==> src/rtl/cosine_pkg.sv <==
// Shared definitions for the cosine sequencer and its datapath: state codes,
// distance width and the Q5.11 unit constant.
package cosine_pkg;

  localparam int DW = 16;
  localparam logic [DW-1:0] ONE = 16'h0800;

  typedef enum logic [2:0] {
    StandBy           = 3'd0,
    Alert             = 3'd1,
    StartCalculation  = 3'd2,
    AccumulateTerms   = 3'd3,
    CalculateDistance = 3'd4,
    Evaluate          = 3'd5
  } cosState_t;

  // Bits needed to count 0..maxVal-1.
  function automatic int cntWidth(input int maxVal);
    return (maxVal < 2) ? 1 : $clog2(maxVal);
  endfunction

endpackage

==> src/rtl/cosine_controller_if.sv <==
// Request/result handshake and datapath link between the sequencer (slave)
// and its requester plus datapath (master).
interface cosine_controller_if;
  import cosine_pkg::*;

  logic          start_req;
  logic          start_ack;
  logic          abort;
  logic [DW-1:0] threshold;
  logic          done;
  logic [DW-1:0] distance;
  logic [2:0]    state;
  logic          busy;
  logic          result_valid;
  logic [DW-1:0] result;
  logic          alert;
  logic          timeout_err;

  modport slave (
    input  start_req, abort, threshold, done, distance,
    output start_ack, state, busy, result_valid, result, alert, timeout_err
  );

  modport master (
    output start_req, abort, threshold, done, distance,
    input  start_ack, state, busy, result_valid, result, alert, timeout_err
  );
endinterface

==> src/rtl/cosine_controller_term_counter.sv <==
// Loadable up-counter whose terminal-count flag compares against a runtime
// limit, so one instance can serve several phases with different lengths.
module term_counter #(
  parameter int W = 4
) (
  input  logic         clk,
  input  logic         rst_n,
  input  logic         load,
  input  logic         inc,
  input  logic [W-1:0] last,
  output logic         tc
);

  logic [W-1:0] count;

  always_ff @(posedge clk or negedge rst_n) begin
    if (!rst_n)     count <= '0;
    else if (load)  count <= '0;
    else if (inc)   count <= count + W'(1);
  end

  assign tc = (count == last);

endmodule

==> src/rtl/cosine_controller.sv <==
// Sequencer in front of the cosine/distance datapath: one Taylor evaluation per
// accepted request, distance-vs-threshold check and a timed alert.
//
// state             | meaning
// StandBy           | idle, accepts start_req
// StartCalculation  | one-cycle kick of the datapath
// AccumulateTerms   | N_TERMS series-term cycles
// CalculateDistance | one-cycle distance computation
// Evaluate          | wait for done, bounded by DONE_TIMEOUT
// Alert             | distance below threshold, held ALERT_CYCLES cycles
module cosine_controller
  import cosine_pkg::*;
#(
  parameter int N_TERMS      = 6,
  parameter int ALERT_CYCLES = 1000,
  parameter int DONE_TIMEOUT = 15
) (
  input logic                clk,
  input logic                rst_n,
  cosine_controller_if.slave bus
);

  localparam int TW = cntWidth((N_TERMS > DONE_TIMEOUT) ? N_TERMS : DONE_TIMEOUT);
  localparam int AW = cntWidth(ALERT_CYCLES);
  localparam logic [TW-1:0] TermLast  = TW'(N_TERMS - 1);
  localparam logic [TW-1:0] EvalLast  = TW'(DONE_TIMEOUT - 1);
  localparam logic [AW-1:0] AlertLast = AW'(ALERT_CYCLES - 1);

  cosState_t     stateQ, stateD;
  logic          accept, capture, timeoutHit;
  logic          termTc, alertTc, termLoad;
  logic [TW-1:0] termLast;
  logic [DW-1:0] thrQ, resultQ;
  logic          ackQ, busyQ, alertQ, captureQ, validQ, errQ;

  // Terms and done-timeout share one counter; they never overlap in time.
  assign termLoad = !(stateQ inside {AccumulateTerms, Evaluate});
  assign termLast = (stateQ == Evaluate) ? EvalLast : TermLast;

  term_counter #(.W(TW)) uTermCnt (
    .clk(clk), .rst_n(rst_n), .load(termLoad), .inc(!termLoad),
    .last(termLast), .tc(termTc)
  );

  term_counter #(.W(AW)) uAlertCnt (
    .clk(clk), .rst_n(rst_n), .load(stateQ != Alert), .inc(stateQ == Alert),
    .last(AlertLast), .tc(alertTc)
  );

  always_comb begin
    stateD     = StandBy;
    accept     = 1'b0;
    capture    = 1'b0;
    timeoutHit = 1'b0;
    case (stateQ)
      StandBy: begin
        if (bus.start_req && !bus.abort) begin
          stateD = StartCalculation;
          accept = 1'b1;
        end
      end
      StartCalculation:  stateD = AccumulateTerms;
      AccumulateTerms:   stateD = termTc ? CalculateDistance : AccumulateTerms;
      CalculateDistance: stateD = Evaluate;
      Evaluate: begin
        if (bus.done) begin
          capture = 1'b1;
          stateD  = (bus.distance < thrQ) ? Alert : StandBy;
        end else if (termTc) begin
          timeoutHit = 1'b1;
        end else begin
          stateD = Evaluate;
        end
      end
      Alert:   stateD = alertTc ? StandBy : Alert;
      default: stateD = StandBy;
    endcase
    if (bus.abort && stateQ != StandBy) begin
      stateD     = StandBy;
      capture    = 1'b0;
      timeoutHit = 1'b0;
    end
  end

  always_ff @(posedge clk or negedge rst_n) begin
    if (!rst_n) begin
      stateQ   <= StandBy;
      thrQ     <= '0;
      resultQ  <= '0;
      ackQ     <= 1'b0;
      busyQ    <= 1'b0;
      alertQ   <= 1'b0;
      captureQ <= 1'b0;
      validQ   <= 1'b0;
      errQ     <= 1'b0;
    end else begin
      stateQ   <= stateD;
      ackQ     <= accept;
      busyQ    <= (stateD != StandBy);
      alertQ   <= (stateD == Alert);
      captureQ <= capture;
      validQ   <= captureQ;
      if (accept)  thrQ    <= bus.threshold;
      if (capture) resultQ <= bus.distance;
      if (accept)          errQ <= 1'b0;
      else if (timeoutHit) errQ <= 1'b1;
    end
  end

  assign bus.state        = stateQ;
  assign bus.start_ack    = ackQ;
  assign bus.busy         = busyQ;
  assign bus.alert        = alertQ;
  assign bus.result_valid = validQ;
  assign bus.result       = resultQ;
  assign bus.timeout_err  = errQ;

endmodule

==> src/flat_wrapper.sv <==
// flat-port wrapper written by rule: the top's interface ports become plain ports
module cosine_controller_flat import cosine_pkg::*;
#(
  parameter int N_TERMS      = 6,
  parameter int ALERT_CYCLES = 1000,
  parameter int DONE_TIMEOUT = 15
)
  (clk, rst_n, bus_start_req, bus_abort, bus_threshold, bus_done, bus_distance, bus_start_ack, bus_state, bus_busy, bus_result_valid, bus_result, bus_alert, bus_timeout_err);
  cosine_controller_if bus_i ();
  input logic clk;
  input logic rst_n;
  input wire logic [$bits(bus_i.start_req)-1:0] bus_start_req;
  input wire logic [$bits(bus_i.abort)-1:0] bus_abort;
  input wire logic [$bits(bus_i.threshold)-1:0] bus_threshold;
  input wire logic [$bits(bus_i.done)-1:0] bus_done;
  input wire logic [$bits(bus_i.distance)-1:0] bus_distance;
  output wire logic [$bits(bus_i.start_ack)-1:0] bus_start_ack;
  output wire logic [$bits(bus_i.state)-1:0] bus_state;
  output wire logic [$bits(bus_i.busy)-1:0] bus_busy;
  output wire logic [$bits(bus_i.result_valid)-1:0] bus_result_valid;
  output wire logic [$bits(bus_i.result)-1:0] bus_result;
  output wire logic [$bits(bus_i.alert)-1:0] bus_alert;
  output wire logic [$bits(bus_i.timeout_err)-1:0] bus_timeout_err;
  assign bus_i.start_req = bus_start_req;
  assign bus_i.abort = bus_abort;
  assign bus_i.threshold = bus_threshold;
  assign bus_i.done = bus_done;
  assign bus_i.distance = bus_distance;
  assign bus_start_ack = bus_i.start_ack;
  assign bus_state = bus_i.state;
  assign bus_busy = bus_i.busy;
  assign bus_result_valid = bus_i.result_valid;
  assign bus_result = bus_i.result;
  assign bus_alert = bus_i.alert;
  assign bus_timeout_err = bus_i.timeout_err;
  cosine_controller #(.N_TERMS(N_TERMS), .ALERT_CYCLES(ALERT_CYCLES), .DONE_TIMEOUT(DONE_TIMEOUT)) u_core (.clk(clk), .rst_n(rst_n), .bus(bus_i));
endmodule
==> config.mk <==
export PLATFORM = sky130hd
export DESIGN_NAME = cosine_controller_flat
export DESIGN_NICKNAME = d
export VERILOG_FILES = /design/src/rtl/cosine_pkg.sv /design/src/rtl/cosine_controller_if.sv /design/src/rtl/cosine_controller_term_counter.sv /design/src/rtl/cosine_controller.sv /design/src/flat_wrapper.sv
export SDC_FILE = /design/constraint.sdc
export NUM_CORES = 1
export LEC_CHECK = 0
export CELL_PAD_IN_SITES_DETAIL_PLACEMENT = 0
export CELL_PAD_IN_SITES_GLOBAL_PLACEMENT = 2
export CORE_MARGIN = 1.5
export CORE_UTILIZATION = 32
export CTS_CLUSTER_DIAMETER = 40
export DETAILED_ROUTE_END_ITERATION = 10
export PLACE_DENSITY = 0.8
export SYNTH_ARGS = -nofsm -noshare
export SYNTH_HDL_FRONTEND = slang
export SYNTH_HIERARCHICAL = 1
export SYNTH_SLANG_ARGS = --single-unit
==> constraint.sdc <==
create_clock -name clk -period 2.3 [get_ports clk]
set_input_delay 0.69 -clock clk [delete_from_list [all_inputs] [get_ports clk]]
set_output_delay 0.69 -clock clk [all_outputs]
set_load 0.02 [all_outputs]
# Yosys cells after proc, flatten, opt, wreduce, memory -nomap -nowiden
# Cells that the tools add are included.
# totals
regBits,55
out_inout_bits,24
# op_classes
n_lt_le_gt_ge,1
eq_ne,9
muxes,23
n_addsub,2
n_reduce_logical,9
# ops
operator,count
10-bit 2-to-1 mux,2
3-bit case mux with 6 select lines,1
16-bit less-than comparator,1
1-bit 2-to-1 mux,13
3-bit 2-to-1 mux,4
"10-bit by 1-bit adder with 10-bit output, second input constant",1
"10-bit equality test, second input constant",1
4-bit 2-to-1 mux,2
"3-bit by 1-bit equality test with 1-bit output, second input constant",2
"3-bit by 2-bit equality test with 1-bit output, second input constant",2
"3-bit equality test, second input constant",2
2-bit nonzero test,3
3-bit nonzero test,2
"4-bit by 1-bit adder with 4-bit output, second input constant",1
4-bit equality test,1
3-bit logical NOT,1
"3-bit by 1-bit != test with 1-bit output, second input constant",1
1-bit logical AND,2
2-bit 2-to-1 mux,1
1-bit logical NOT,1

# Depth between registers and ports, before layout
# Gate-level depths: netlist of the first run.
# depth
depth_word,9
depth_mapped,10
ltp_nobuf,9

# Modules after synthesis
# Netlist of the first run, hierarchy kept.
# modules_own_cells
module,area_per_inst_um2,seq_area_each_um2,cells_each,n_inst
cosine_controller,1975.6,1026.0,181,1
term_counter (u_core.uAlertCnt),594.3,250.2,61,1
term_counter (u_core.uTermCnt),234.0,100.1,21,1

# Worst setup path before layout of the first run
# OpenSTA, ideal clock, no wires.
# synth_timing
path_kind,register to register
start,"register u_core.stateQ[1], in the netlist u_core/bus.state[1]"
end,"register u_core.busyQ, in the netlist u_core/bus.busy"
setup_ps,133
path_slack_ps,43
arrival_ps,2124
stages_incl_launch_ff,10
period_less_slack_ps,2257
path_cell_list,dfrtp_1 -> nand3b_4 -> inv_1 -> xor2_1 -> nor4_1 -> a21boi_0 -> o21bai_1 -> a21oi_1 -> a31oi_1 -> nand2_1
# synth_between
elab_chain_cells,8
# synth_lines
element,line_no,text
start: declaration,cosine_controller.sv:29,"cosState_t stateQ, stateD;"
start signal: assignment,cosine_controller.sv:87,stateQ <= StandBy;
start signal: assignment,cosine_controller.sv:97,stateQ <= stateD;
3-bit equality test *,cosine_controller.sv:38,assign termLast = (stateQ == Evaluate) ? EvalLast : TermLast;
4-bit 2-to-1 mux *,cosine_controller.sv:38,
via u_core.termLast[0],cosine_controller.sv:32,logic [TW-1:0] termLast;
4-bit equality test *,cosine_controller_term_counter.sv:22,assign tc = (count == last);
via u_core.termTc,cosine_controller.sv:31,"logic termTc, alertTc, termLoad;"
3-bit 2-to-1 mux,cosine_controller.sv:69,end else if (termTc) begin
3-bit 2-to-1 mux,cosine_controller.sv:66,if (bus.done) begin
3-bit case mux with 6 select lines *,cosine_controller.sv:55,case (stateQ)
3-bit 2-to-1 mux *,cosine_controller.sv:78,if (bus.abort && stateQ != StandBy) begin
3-bit nonzero test *,cosine_controller.sv:99,busyQ <= (stateD != StandBy);
end signal: assignment,cosine_controller.sv:99,
end: declaration,cosine_controller.sv:34,"logic ackQ, busyQ, alertQ, captureQ, validQ, errQ;"
# Mark *: on every way through the listed nets, which the timed path passes. The rest lies on a longest branch.
# A chain may end at the register's enable or synchronous reset.

# Worst setup path in the final report of the first run
# layout_timing
start,input bus_distance[1]
end,"register u_core.alertQ, in the netlist u_core/bus.alert"
# layout_between
elab_chain_cells,6
# layout_lines
element,line_no,text
start: declaration,flat_wrapper.sv:16,input wire logic [$bits(bus_i.distance)-1:0] bus_distance;
16-bit less-than comparator,cosine_controller.sv:68,stateD = (bus.distance < thrQ) ? Alert : StandBy;
1-bit 2-to-1 mux,cosine_controller.sv:68,
3-bit 2-to-1 mux,cosine_controller.sv:66,
3-bit case mux with 6 select lines,cosine_controller.sv:55,
3-bit 2-to-1 mux,cosine_controller.sv:78,
3-bit by 1-bit equality test with 1-bit output,cosine_controller.sv:100,alertQ <= (stateD == Alert);
end signal: assignment,cosine_controller.sv:100,
end: declaration,cosine_controller.sv:34,
# Every way passes these cells.

==> impl_metrics.toml, run 1 <==
[synthesis]
synth.avg_cell_area_um2 = 10.66
synth_largest_type_area_fraction = 0.4909
synthesis.yosys.warnings = 6
synthSimpleGateAreaFrac = 0.1415
mappedNetlistArea_um2 = 2804
synthesis.instances = 263
synth-edff-count = 0
dominant_combinational_cell_family_by_area_after_synthesis = "simple AND/OR/NAND/NOR gates"
synth_mux_area_frac = 0.08077
dominantRegCellSynth = "sky130_fd_sc_hd__dfrtp_1"
synth-seq-cells = 55
ys_seq_area_frac = 0.4909
synth-compound-area-share = 0.1049
synth_async_sr_flop_share = 1.000
cell_types_occupying_the_most_area_after_synthesis = "sky130_fd_sc_hd__dfrtp_1 (49%), sky130_fd_sc_hd__ha_1 (7.6%), sky130_fd_sc_hd__mux2_2 (4.8%), sky130_fd_sc_hd__o21ai_0 (3.7%), sky130_fd_sc_hd__xnor2_1 (3.1%)"
synth_xor_xnor_area_share = 0.05935
post_synth_fa_ha_maj_area_fraction = 0.07586
post_synth_num_cell_types = 44
dominant_cell_by_count_in_the_synthesized_netlist = "sky130_fd_sc_hd__dfrtp_1"
synth.top_cells.by_count = "sky130_fd_sc_hd__dfrtp_1 (55), sky130_fd_sc_hd__nand2_1 (23), sky130_fd_sc_hd__inv_1 (22)"
post-synth-top-area-cell = "sky130_fd_sc_hd__dfrtp_1"

[drt]
drc_violations_left = 0
post_dr_wirelength_cell_um = 12.92
drtIter0Drc = 48
route.vias.total = 2093
route.detailed.vias_per_inst = 4.631
wirelength_um = 5840
drt_pre_antenna_iters = 4
ant_nets = 0

[layout]
fillerInstances = 844
syn2layout_area_growth_pct = 35.21
regArea_um2 = 1376
final_util = 0.4545
fraction_of_final_layout_cells_sized_beyond_drive_strength_1 = 0.1297
antennaDiodeCount = 0
multi_input_area_um2 = 1348
nNetsFinal = 400
fin_cells = 452

[clock_tree]
cts.sinks = 55
clock_tree.buffer_depth = 2
maximum_level_of_the_cts_h_tree = 2
cts.root.buffer_cell = "sky130_fd_sc_hd__clkbuf_8"
numCtsBuffers = 5
clkSlewWorstSetupHoldPaths_ps = 90
cts_tree = "done"
worstSkewPairLatency_ps = 300

[pwr]
power.density_cell_area_nw_per_um2 = 716.6
cellLeakagePower_uw = 0.001716
ir_drop_uv = 361.8

[setup_path]
timing.critical_path.slowest_stage_cell = "sky130_fd_sc_hd__clkdlybuf4s50_1"
critical_path.max_stage_delay_ps = 440
worst_setup_path_end_kind = "register"
critical_path.cell_chain = "clkdlybuf4s50_1 > ha_1 > a2111oi_1 > buf_4 > nand3b_1 > a31oi_1 > nor3_2"
source_of_the_critical_timing_path = "bus_distance[1]"
worst_ep_required_time_ps = 2520
crit_path_end = "u_core/bus.alert$_DFF_PN0_"
reg2regPathDepth = 9
worst_r2r_startpoint = "u_core/bus.state[0]$_DFF_PN0_"
critical_path_class = "input pin to register"
worstPathArrival_ps = 2420
cp_launch_type = "input pin"
regToRegSetupSlack_ps = 180
timing.critical_path.fanout_max = 3
reg2reg_to = "u_core/bus.alert$_DFF_PN0_"

[sta]
finalWorstPathRequiredPeriod_ps = 2202
fin_crit_sh = 0.9573
finalHoldViolations = 0
timing.clock.skew_ps = 10.01
total_neg_setup_slack_ps = 0
setup_repair_after_global_routing_missed_its_margin = "false"
final.hold.worst_slack_ps = 334.9
timing_max_transition_violations_final = 0
setup_viol = 0
setup_slack_ps = 98.14
timing.fmax_ghz = 0.4542

[global_routing]
grt_start_max_net_pins = 36
grt_antenna_before_repair = 0
groute.usage.overall = 0.1325
first_global_vias = 2205
grt_pass1_wl_um = 10150
grt_overflow = 0

[floorplan]
dieWidth_um = 96.61
row_count = 33
initial_core_util = 0.3362
die_height_um = 96.61
die_area_um2 = 9333
core-area_um2 = 8341
design.portCount = 61

[min_path]
hold_class = "input pin to asynchronous set/reset pin"

[place]
dp.cells = 444
place_worst_setup_slack_ps = -306.4
buffer_ports.inserted = 60
hpwlAfterDp_um = 4547
gpl_congestion = 0.7787

[run]
max_cap_violations = 0

[outcome]
run_status = "finished clean"
==> cells in the final DEF (no fill, tap or decap), types with 2 or more instances in the layout <==
master | Yosys | final
sky130_fd_sc_hd__clkdlybuf4s50_1 | 0 | 59
sky130_fd_sc_hd__dfrtp_1 | 55 | 55
sky130_fd_sc_hd__nand2_1 | 23 | 23
sky130_fd_sc_hd__inv_1 | 22 | 22
sky130_fd_sc_hd__o21ai_0 | 21 | 21
sky130_fd_sc_hd__ha_1 | 17 | 17
sky130_fd_sc_hd__buf_4 | 1 | 13
sky130_fd_sc_hd__a21oi_1 | 13 | 13
sky130_fd_sc_hd__nor2_1 | 12 | 12
sky130_fd_sc_hd__mux2_2 | 12 | 12
sky130_fd_sc_hd__conb_1 | 2 | 11
sky130_fd_sc_hd__xnor2_1 | 10 | 10
sky130_fd_sc_hd__xor2_1 | 9 | 9
sky130_fd_sc_hd__clkbuf_8 | 0 | 7
sky130_fd_sc_hd__nand4_1 | 7 | 7
sky130_fd_sc_hd__nand3_1 | 5 | 5
sky130_fd_sc_hd__mux2_1 | 5 | 5
sky130_fd_sc_hd__or3_1 | 4 | 4
sky130_fd_sc_hd__o21a_1 | 3 | 3
sky130_fd_sc_hd__nor2b_1 | 3 | 3
sky130_fd_sc_hd__buf_12 | 0 | 3
sky130_fd_sc_hd__nor3_1 | 2 | 2
sky130_fd_sc_hd__nand3b_1 | 2 | 2
sky130_fd_sc_hd__a31oi_1 | 2 | 2
sky130_fd_sc_hd__nor4_1 | 2 | 2
sky130_fd_sc_hd__o31ai_1 | 2 | 2
sky130_fd_sc_hd__or4_1 | 2 | 2
sky130_fd_sc_hd__mux2i_1 | 2 | 2
==> sequential cells by signal, indices dropped and copies added (netlist names) <==
register / cells
u_core/bus.busy: 1
u_core/bus.state: 3
u_core/bus.start_ack: 1
u_core/bus.alert: 1
u_core/captureQ: 1
u_core/uAlertCnt/count: 10
u_core/bus.result: 16
u_core/uTermCnt/count: 4
u_core/bus.result_valid: 1
u_core/bus.timeout_err: 1
u_core/thrQ: 16
==> where the power goes <==
group          internal, uW  total, uW  switching, uW  leakage, uW
clock network           275        572            296    0.0000515
registers              1150       1210           65.4     0.000727
logic                   440        934            495     0.000937
total                  1860       2720            856      0.00172
==> kinds of logic (layout without fill, tap and decap cells) <==
| kind of cell | count (synthesis) | count (layout) |
|---|---|---|
| flip-flops | 55 | 55 |
| other | 2 | 11 |
| adder cells (fa/ha/maj) | 17 | 17 |
| buffers and inverters | 31 | 106 |
| multiplexers | 20 | 20 |
| AO/OA/AOI/OAI | 49 | 49 |
| XOR/XNOR | 19 | 19 |
| AND/OR/NAND/NOR | 70 | 70 |
==> worst min path at each step <==
stage	endpoint	cells past startpoint
after floorplan	u_core/bus.result_valid$_DFF_PN0_	0
after global placement	u_core/bus.result_valid$_DFF_PN0_	0
after detailed placement	u_core/bus.result_valid$_DFF_PN0_	0
after CTS	u_core/bus.result[5]$_DFFE_PN0P_	1
after global routing	u_core/bus.result[5]$_DFFE_PN0P_	1
final	u_core/bus.result[5]$_DFFE_PN0P_	1
==> metrics by stage <==
step | area (um^2) | power (uW)
after global routing | 3791 | 2954
after global placement | 3690 | 2162
after CTS | 3791 | 2769
after floorplan | 2838 | 1794
final | 3791 | 2717
after detailed placement | 3690 | 2175
==> per-layer routing <==
metal,track usage,wire length [um],vias to the layer above,part of all wire
met5,0,0,-,0
met4,0.03010,63,0,0.011
met3,0.03902,299,5,0.051
met2,0.2265,2800,41,0.48
met1,0.1651,2677,989,0.46
li1,-,-,1058,-
==> critical path, delay by kind of cell <==
kind / cells / cell delay, ps
AOI/OAI and AO/OA: 2 / 550
and+or+nand+nor: 2 / 270
adders and majority gates: 1 / 300
buffers and inverters: 2 / 620
==> final cells by class <==
cell class	count	area share
Timing Repair Buffer	76	0.1987
Inverter	22	0.02178
Tap cell	105	0.03465
Clock buffer	8	0.02640
Sequential cell	55	0.3630
Multi-Input combinational cell	186	0.3554
==> repair_timing <==
| item | in CTS | in global routing |
|---|---|---|
| setup buffers | 0 | 0 |
| hold buffers | 0 | 0 |
| endpoints found under the setup margin | 1 | 0 |
| gates resized for setup | 1 | 0 |
(Power assumes the default switching activity.)
==> run 2: changes to the inputs <==
--- a/config.mk
+++ b/config.mk
@@ -12,6 +12,7 @@
 export CTS_CLUSTER_DIAMETER = 40
 export DETAILED_ROUTE_END_ITERATION = 10
 export PLACE_DENSITY = 0.8
+export RECOVER_POWER = 25
 export SYNTH_ARGS = -nofsm -noshare
 export SYNTH_HDL_FRONTEND = slang
 export SYNTH_HIERARCHICAL = 1
==> impl_metrics.toml, run 2 (synthesis gave the netlist of run 1 again) <==
[outcome]
run_status = "finished clean"

[drt]
drt_pre_antenna_iters = 4
route.detailed.vias_per_inst = 4.631
ant_nets = 0
route.vias.total = 2093
drc_violations_left = 0
wirelength_um = 5842
post_dr_wirelength_cell_um = 12.92
drtIter0Drc = 49

[min_path]
min-delay-start = "u_core/captureQ$_DFF_PN0_"
whs_endpoint = "u_core/bus.result_valid$_DFF_PN0_"
hold_class = "register to register"
worst_hold_path.num_cells = 0

[layout]
layout.cells.most_common = "sky130_fd_sc_hd__clkdlybuf4s50_1"
nNetsFinal = 400
layout.cells.most_common_list = "sky130_fd_sc_hd__clkdlybuf4s50_1 (59), sky130_fd_sc_hd__dfrtp_1 (55), sky130_fd_sc_hd__nand2_1 (23), sky130_fd_sc_hd__inv_1 (22), sky130_fd_sc_hd__o21ai_0 (21)"
antennaDiodeCount = 0
fraction_of_final_layout_cells_sized_beyond_drive_strength_1 = 0.1268
fillerInstances = 845
final_util = 0.4544
stdcell_area_um2 = 3790
syn2layout_area_growth_pct = 35.16

[clock_tree]
numCtsBuffers = 5
cts_tree = "done"
cts.root.buffer_cell = "sky130_fd_sc_hd__clkbuf_8"
cts.sinks = 55
maximum_level_of_the_cts_h_tree = 2
post-cts-setup-buffers = 0
clkSlewWorstSetupHoldPaths_ps = 100
clock_tree.buffer_depth = 2
postCtsResizedCells = 1
worstSkewPairLatency_ps = 300
cts_hold_repair.buffers = 0

[global_routing]
grt_start_max_net_pins = 36
grt_antenna_before_repair = 0
grt_pass1_wl_um = 10150
first_global_vias = 2205
grt_overflow = 0
groute.usage.overall = 0.1325

[sta]
slew_headroom = 0.2186
fin_crit_sh = 0.9573
total_neg_setup_slack_ps = 0
setup_repair_after_global_routing_missed_its_margin = "false"
finalHoldViolations = 0
setup_viol = 0
finalWorstPathRequiredPeriod_ps = 2202
timing.clock.skew_ps = 10.01
slew_at_the_pin_closest_to_its_max_slew_limit_ps = 1172
timing_max_transition_violations_final = 0
timing.fmax_ghz = 0.4542
final.hold.worst_slack_ps = 356.7

[setup_path]
worst_r2r_startpoint = "u_core/bus.state[0]$_DFF_PN0_"
worstPathArrival_ps = 2420
timing.critical_path.slowest_stage_cell = "sky130_fd_sc_hd__clkdlybuf4s50_1"
reg2regPathDepth = 9
reg2reg_to = "u_core/bus.alert$_DFF_PN0_"
worst_setup_path_end_kind = "register"
timing.critical_path.fanout_max = 3
critical_path.cell_chain = "clkdlybuf4s50_1 > ha_1 > a2111oi_1 > buf_4 > nand3b_1 > a31oi_1 > nor3_2"
critical_path.max_stage_delay_ps = 440
regToRegSetupSlack_ps = 180
critical_path_class = "input pin to register"
worst_ep_required_time_ps = 2520
cp_launch_type = "input pin"

[run]
max_cap_violations = 0

[place]
gpl_congestion = 0.7787
hpwlAfterDp_um = 4547
placedInstanceArea_um2 = 3690
buffer_ports.inserted = 60

[floorplan]
die_area_um2 = 9333
design.portCount = 61
core-area_um2 = 8341
row_count = 33
dieWidth_um = 96.61
die_height_um = 96.61
initial_core_util = 0.3362

[pwr]
cellLeakagePower_uw = 0.001713
ir_drop_uv = 361.8
power.density_cell_area_nw_per_um2 = 716.8
run 2: final cells by class:
cell class                 instances  area [um^2]  share of cell area
sequential                        55         1376              0.3632
multi-input combinational        186         1348              0.3556
timing repair buffer              76        752.0              0.1984
tap                              105        131.4             0.03466
clock buffer                       8        100.1             0.02641
inverter                          22        82.58             0.02179
run 2: metal layers:
metal,wire (um),global-route usage,vias to the layer above
met5,0,0,-
met4,63,0.03010,0
met3,299,0.03902,5
met2,2800,0.2265,41
met1,2679,0.1651,989
li1,-,-,1058
run 2: critical path, delay by kind of cell:
kind,cells,cell delay (ps)
simple gates,2,270
buf+inv,2,620
compound gates,2,550
fa+ha+maj,1,300
run 2: worst max path at each step:
| stage | startpoint | endpoint | cells past startpoint |
|---|---|---|---|
| after floorplan | u_core/bus.state[1]$_DFF_PN0_ | u_core/bus.busy$_DFF_PN0_ | 9 |
| after global placement | bus_distance[1] | u_core/bus.alert$_DFF_PN0_ | 7 |
| after detailed placement | bus_distance[1] | u_core/bus.alert$_DFF_PN0_ | 7 |
| after CTS | bus_distance[1] | u_core/bus.alert$_DFF_PN0_ | 7 |
| after global routing | u_core/bus.state[1]$_DFF_PN0_ | u_core/bus.busy$_DFF_PN0_ | 9 |
| final | bus_distance[1] | u_core/bus.alert$_DFF_PN0_ | 7 |
run 2: stage by stage:
stage / setup WS [ps] / std cells / total power, uW
2_1_floorplan: 43.36 / 272 / 1794
3_3_place_gp: -295.3 / 444 / 2162
3_5_place_dp: -306.4 / 444 / 2175
4_1_cts: 76.22 / 452 / 2769
5_1_grt: 20.35 / 452 / 2954
6_report: 98.14 / 452 / 2717
run 2: power breakdown:
part | switching (uW) | internal (uW) | leakage [uW]
combinational | 495 | 439 | 0.000934
sequential | 65.4 | 1150 | 0.000727
clock | 296 | 275 | 0.0000515
total | 856 | 1860 | 0.00171
==> run 3: changes to the inputs <==
--- a/config.mk
+++ b/config.mk
@@ -5,13 +5,16 @@
 export SDC_FILE = /design/constraint.sdc
 export NUM_CORES = 1
 export LEC_CHECK = 0
+export ABC_AREA = 1
 export CELL_PAD_IN_SITES_DETAIL_PLACEMENT = 0
 export CELL_PAD_IN_SITES_GLOBAL_PLACEMENT = 2
 export CORE_MARGIN = 1.5
-export CORE_UTILIZATION = 32
+export CORE_UTILIZATION = 31
+export CTS_BUF_LIST = sky130_fd_sc_hd__clkbuf_8
 export CTS_CLUSTER_DIAMETER = 40
 export DETAILED_ROUTE_END_ITERATION = 10
-export PLACE_DENSITY = 0.8
+export GPL_ROUTABILITY_DRIVEN = 0
+export PLACE_DENSITY = 0.82
 export RECOVER_POWER = 25
 export SYNTH_ARGS = -nofsm -noshare
 export SYNTH_HDL_FRONTEND = slang
==> impl_metrics.toml, run 3 <==
[outcome]
run_status = "finished clean"

[synthesis]
synth_xor_xnor_area_share = 0.03430
post-synth-top-area-cell = "sky130_fd_sc_hd__dfrtp_1"
mappedNetlistArea_um2 = 3064
post_synth_fa_ha_maj_area_fraction = 0.06942
synthesis.instances = 373
synth-compound-area-share = 0.06166
ys_seq_area_frac = 0.4492
synthesis.yosys.warnings = 6
synth_largest_type_area_fraction = 0.4492
post_synth_num_cell_types = 30
synth.top_cells.by_count = "sky130_fd_sc_hd__nand2_1 (111), sky130_fd_sc_hd__dfrtp_1 (55), sky130_fd_sc_hd__inv_1 (47)"
synth-seq-cells = 55
dominant_cell_by_count_in_the_synthesized_netlist = "sky130_fd_sc_hd__nand2_1"
synth.avg_cell_area_um2 = 8.215
dominant_combinational_cell_family_by_area_after_synthesis = "simple AND/OR/NAND/NOR gates"
synth-edff-count = 0
synth_mux_area_frac = 0
cell_types_occupying_the_most_area_after_synthesis = "sky130_fd_sc_hd__dfrtp_1 (45%), sky130_fd_sc_hd__nand2_1 (14%), sky130_fd_sc_hd__ha_1 (6.9%), sky130_fd_sc_hd__inv_1 (5.8%), sky130_fd_sc_hd__nand2_4 (3.7%)"
dominantRegCellSynth = "sky130_fd_sc_hd__dfrtp_1"
synth_async_sr_flop_share = 1.000
synthSimpleGateAreaFrac = 0.2989

[setup_path]
reg2reg_to = "u_core/bus.busy$_DFF_PN0_"
path_delay_family = "buffers and inverters"
reg2regPathDepth = 13
regToRegSetupSlack_ps = 400
worstPathArrival_ps = 1500
critical_path.max_stage_delay_ps = 660
critical_path_depth = 1
worst_setup_path_end_kind = "output pin"
worstPathBufferInverterCount = 1
critical_path.cell_chain = "clkdlybuf4s50_1"
timing.critical_path.slowest_stage_cell = "sky130_fd_sc_hd__clkdlybuf4s50_1"
timing.critical_path.fanout_max = 6
crit_path_end = "bus_state[0]"
critical_path_class = "register to output pin"
worst_ep_required_time_ps = 1610
source_of_the_critical_timing_path = "u_core/bus.state[0]$_DFF_PN0_"
worst_r2r_startpoint = "u_core/bus.state[1]$_DFF_PN0_"
cp_launch_type = "register"

[sta]
slew_headroom = 0.2974
finalWorstPathRequiredPeriod_ps = 2190
timing.fmax_ghz = 0.4565
timing_max_transition_violations_final = 0
slew_at_the_pin_closest_to_its_max_slew_limit_ps = 1054
fin_crit_sh = 0.9523
timing.clock.skew_ps = 13.97
final.hold.worst_slack_ps = 362.3
total_neg_setup_slack_ps = 0
setup_viol = 0
finalHoldViolations = 0
setup_repair_after_global_routing_missed_its_margin = "false"

[layout]
nNetsFinal = 509
final_util = 0.4154
layout.cells.most_common = "sky130_fd_sc_hd__nand2_1"
layout.cells.most_common_list = "sky130_fd_sc_hd__nand2_1 (111), sky130_fd_sc_hd__clkdlybuf4s50_1 (59), sky130_fd_sc_hd__dfrtp_1 (55), sky130_fd_sc_hd__inv_1 (47), sky130_fd_sc_hd__nor2_1 (27)"
fillerInstances = 995
stdcell_area_um2 = 4023
antennaDiodeCount = 0
fraction_of_final_layout_cells_sized_beyond_drive_strength_1 = 0.1250
syn2layout_area_growth_pct = 31.28

[clock_tree]
clock_tree.buffer_depth = 2
cts.root.buffer_cell = "sky130_fd_sc_hd__clkbuf_8"
cts_hold_repair.buffers = 0
cts.sinks = 55
postCtsResizedCells = 0
cts_tree = "done"
numCtsBuffers = 5
post-cts-setup-buffers = 0
clkSlewWorstSetupHoldPaths_ps = 120
worstSkewPairLatency_ps = 320
maximum_level_of_the_cts_h_tree = 2

[drt]
wl_met1_um = 3430
route.vias.total = 2492
route.detailed.vias_per_inst = 4.231
dr_wl_met2_um = 3056
drtIter0Drc = 82
drt_pre_antenna_iters = 4
ant_nets = 0
wirelength_um = 6903
met3_length_um = 333
drc_violations_left = 0
post_dr_wirelength_cell_um = 11.72
routed.top_layer = "met4"

[pwr]
switching_power_uw = 1284
ir_drop_uv = 383.1
cell_internal_pwr_uw = 2128
p_seq_frac = 0.394
design_power_total_uw = 3412
combinational_fraction_of_design_power = 0.401
power.share.clock = 0.206
sw_frac_of_total = 0.3763
power.density_cell_area_nw_per_um2 = 848.1
cellLeakagePower_uw = 0.002037

[floorplan]
row_count = 36
core-area_um2 = 9684
design.portCount = 61
die_height_um = 102.4
initial_core_util = 0.3164
die_area_um2 = 10490
dieWidth_um = 102.4

[place]
placedInstanceArea_um2 = 3918
hpwlAfterDp_um = 5160
buffer_ports.inserted = 60

[global_routing]
grt_overflow = 0
grt_antenna_before_repair = 0
grt_start_max_net_pins = 40
first_global_vias = 2539
groute.usage.overall = 0.1451
grt_pass1_wl_um = 11730

[min_path]
worst_hold_path.num_cells = 0
hold_class = "register to register"
min-delay-start = "u_core/captureQ$_DFF_PN0_"

[run]
max_cap_violations = 0
[run 3: cell types whose count changed after synthesis, sizes merged, moves of 4 or more]
cell	change
nand2	+107
nand3	+12
xor2	-5
clkbuf	-5
or3	-4
inv	+34
nor2	+22
mux2	-18
[run 3: power groups by stage]
stage | clock network (uW) | logic, uW | registers (uW)
finish | 702 | 1370 | 1340
global route | 771 | 1560 | 1380
CTS | 738 | 1390 | 1350
detailed placement | 0 | 1390 | 1370
global placement | 0 | 1360 | 1360
floorplan | 0 | 761 | 1460
[run 3: cells by family (layout without fill, tap and decap cells)]
logic type / Yosys count / in the layout
other cells: 2 / 13
flops: 55 / 55
xor+xnor: 12 / 12
fa+ha+maj: 17 / 17
buf+inv: 61 / 133
compound gates: 36 / 36
simple gates: 190 / 190
[run 3: layout make-up]
cell class	count	area, um^2	area share
inverter	56	215.2	0.05350
clock buffer	5	68.82	0.01711
sequential	55	1376	0.3421
timing repair buffer	69	674.4	0.1677
clock inverter	3	50.05	0.01244
multi-input combinational	268	1471	0.3658
tap	133	166.4	0.04137
[run 3: stage by stage]
| step | setup slack, ps | std cells |
|---|---|---|
| 4_1_cts | 78.64 | 589 |
| 2_1_floorplan | 600.7 | 384 |
| 6_report | 109.6 | 589 |
| 5_1_grt | 32.91 | 589 |
| 3_5_place_dp | 23.87 | 581 |
| 3_3_place_gp | 39.70 | 581 |
[run 3: worst min path at each step]
stage | end | slack (ps)
global placement | u_core/bus.result_valid$_DFF_PN0_ | 330
floorplan | u_core/bus.result_valid$_DFF_PN0_ | 330
CTS | u_core/bus.state[1]$_DFF_PN0_ | 300
detailed placement | u_core/bus.result_valid$_DFF_PN0_ | 340
global route | u_core/bus.result_valid$_DFF_PN0_ | 370
finish | u_core/bus.result_valid$_DFF_PN0_ | 360
[run 3: metal layers]
metal,vias up,GRT usage
li1,1310,-
met1,1132,0.1958
met2,44,0.2308
met3,6,0.03625
met4,0,0.04215
met5,-,0
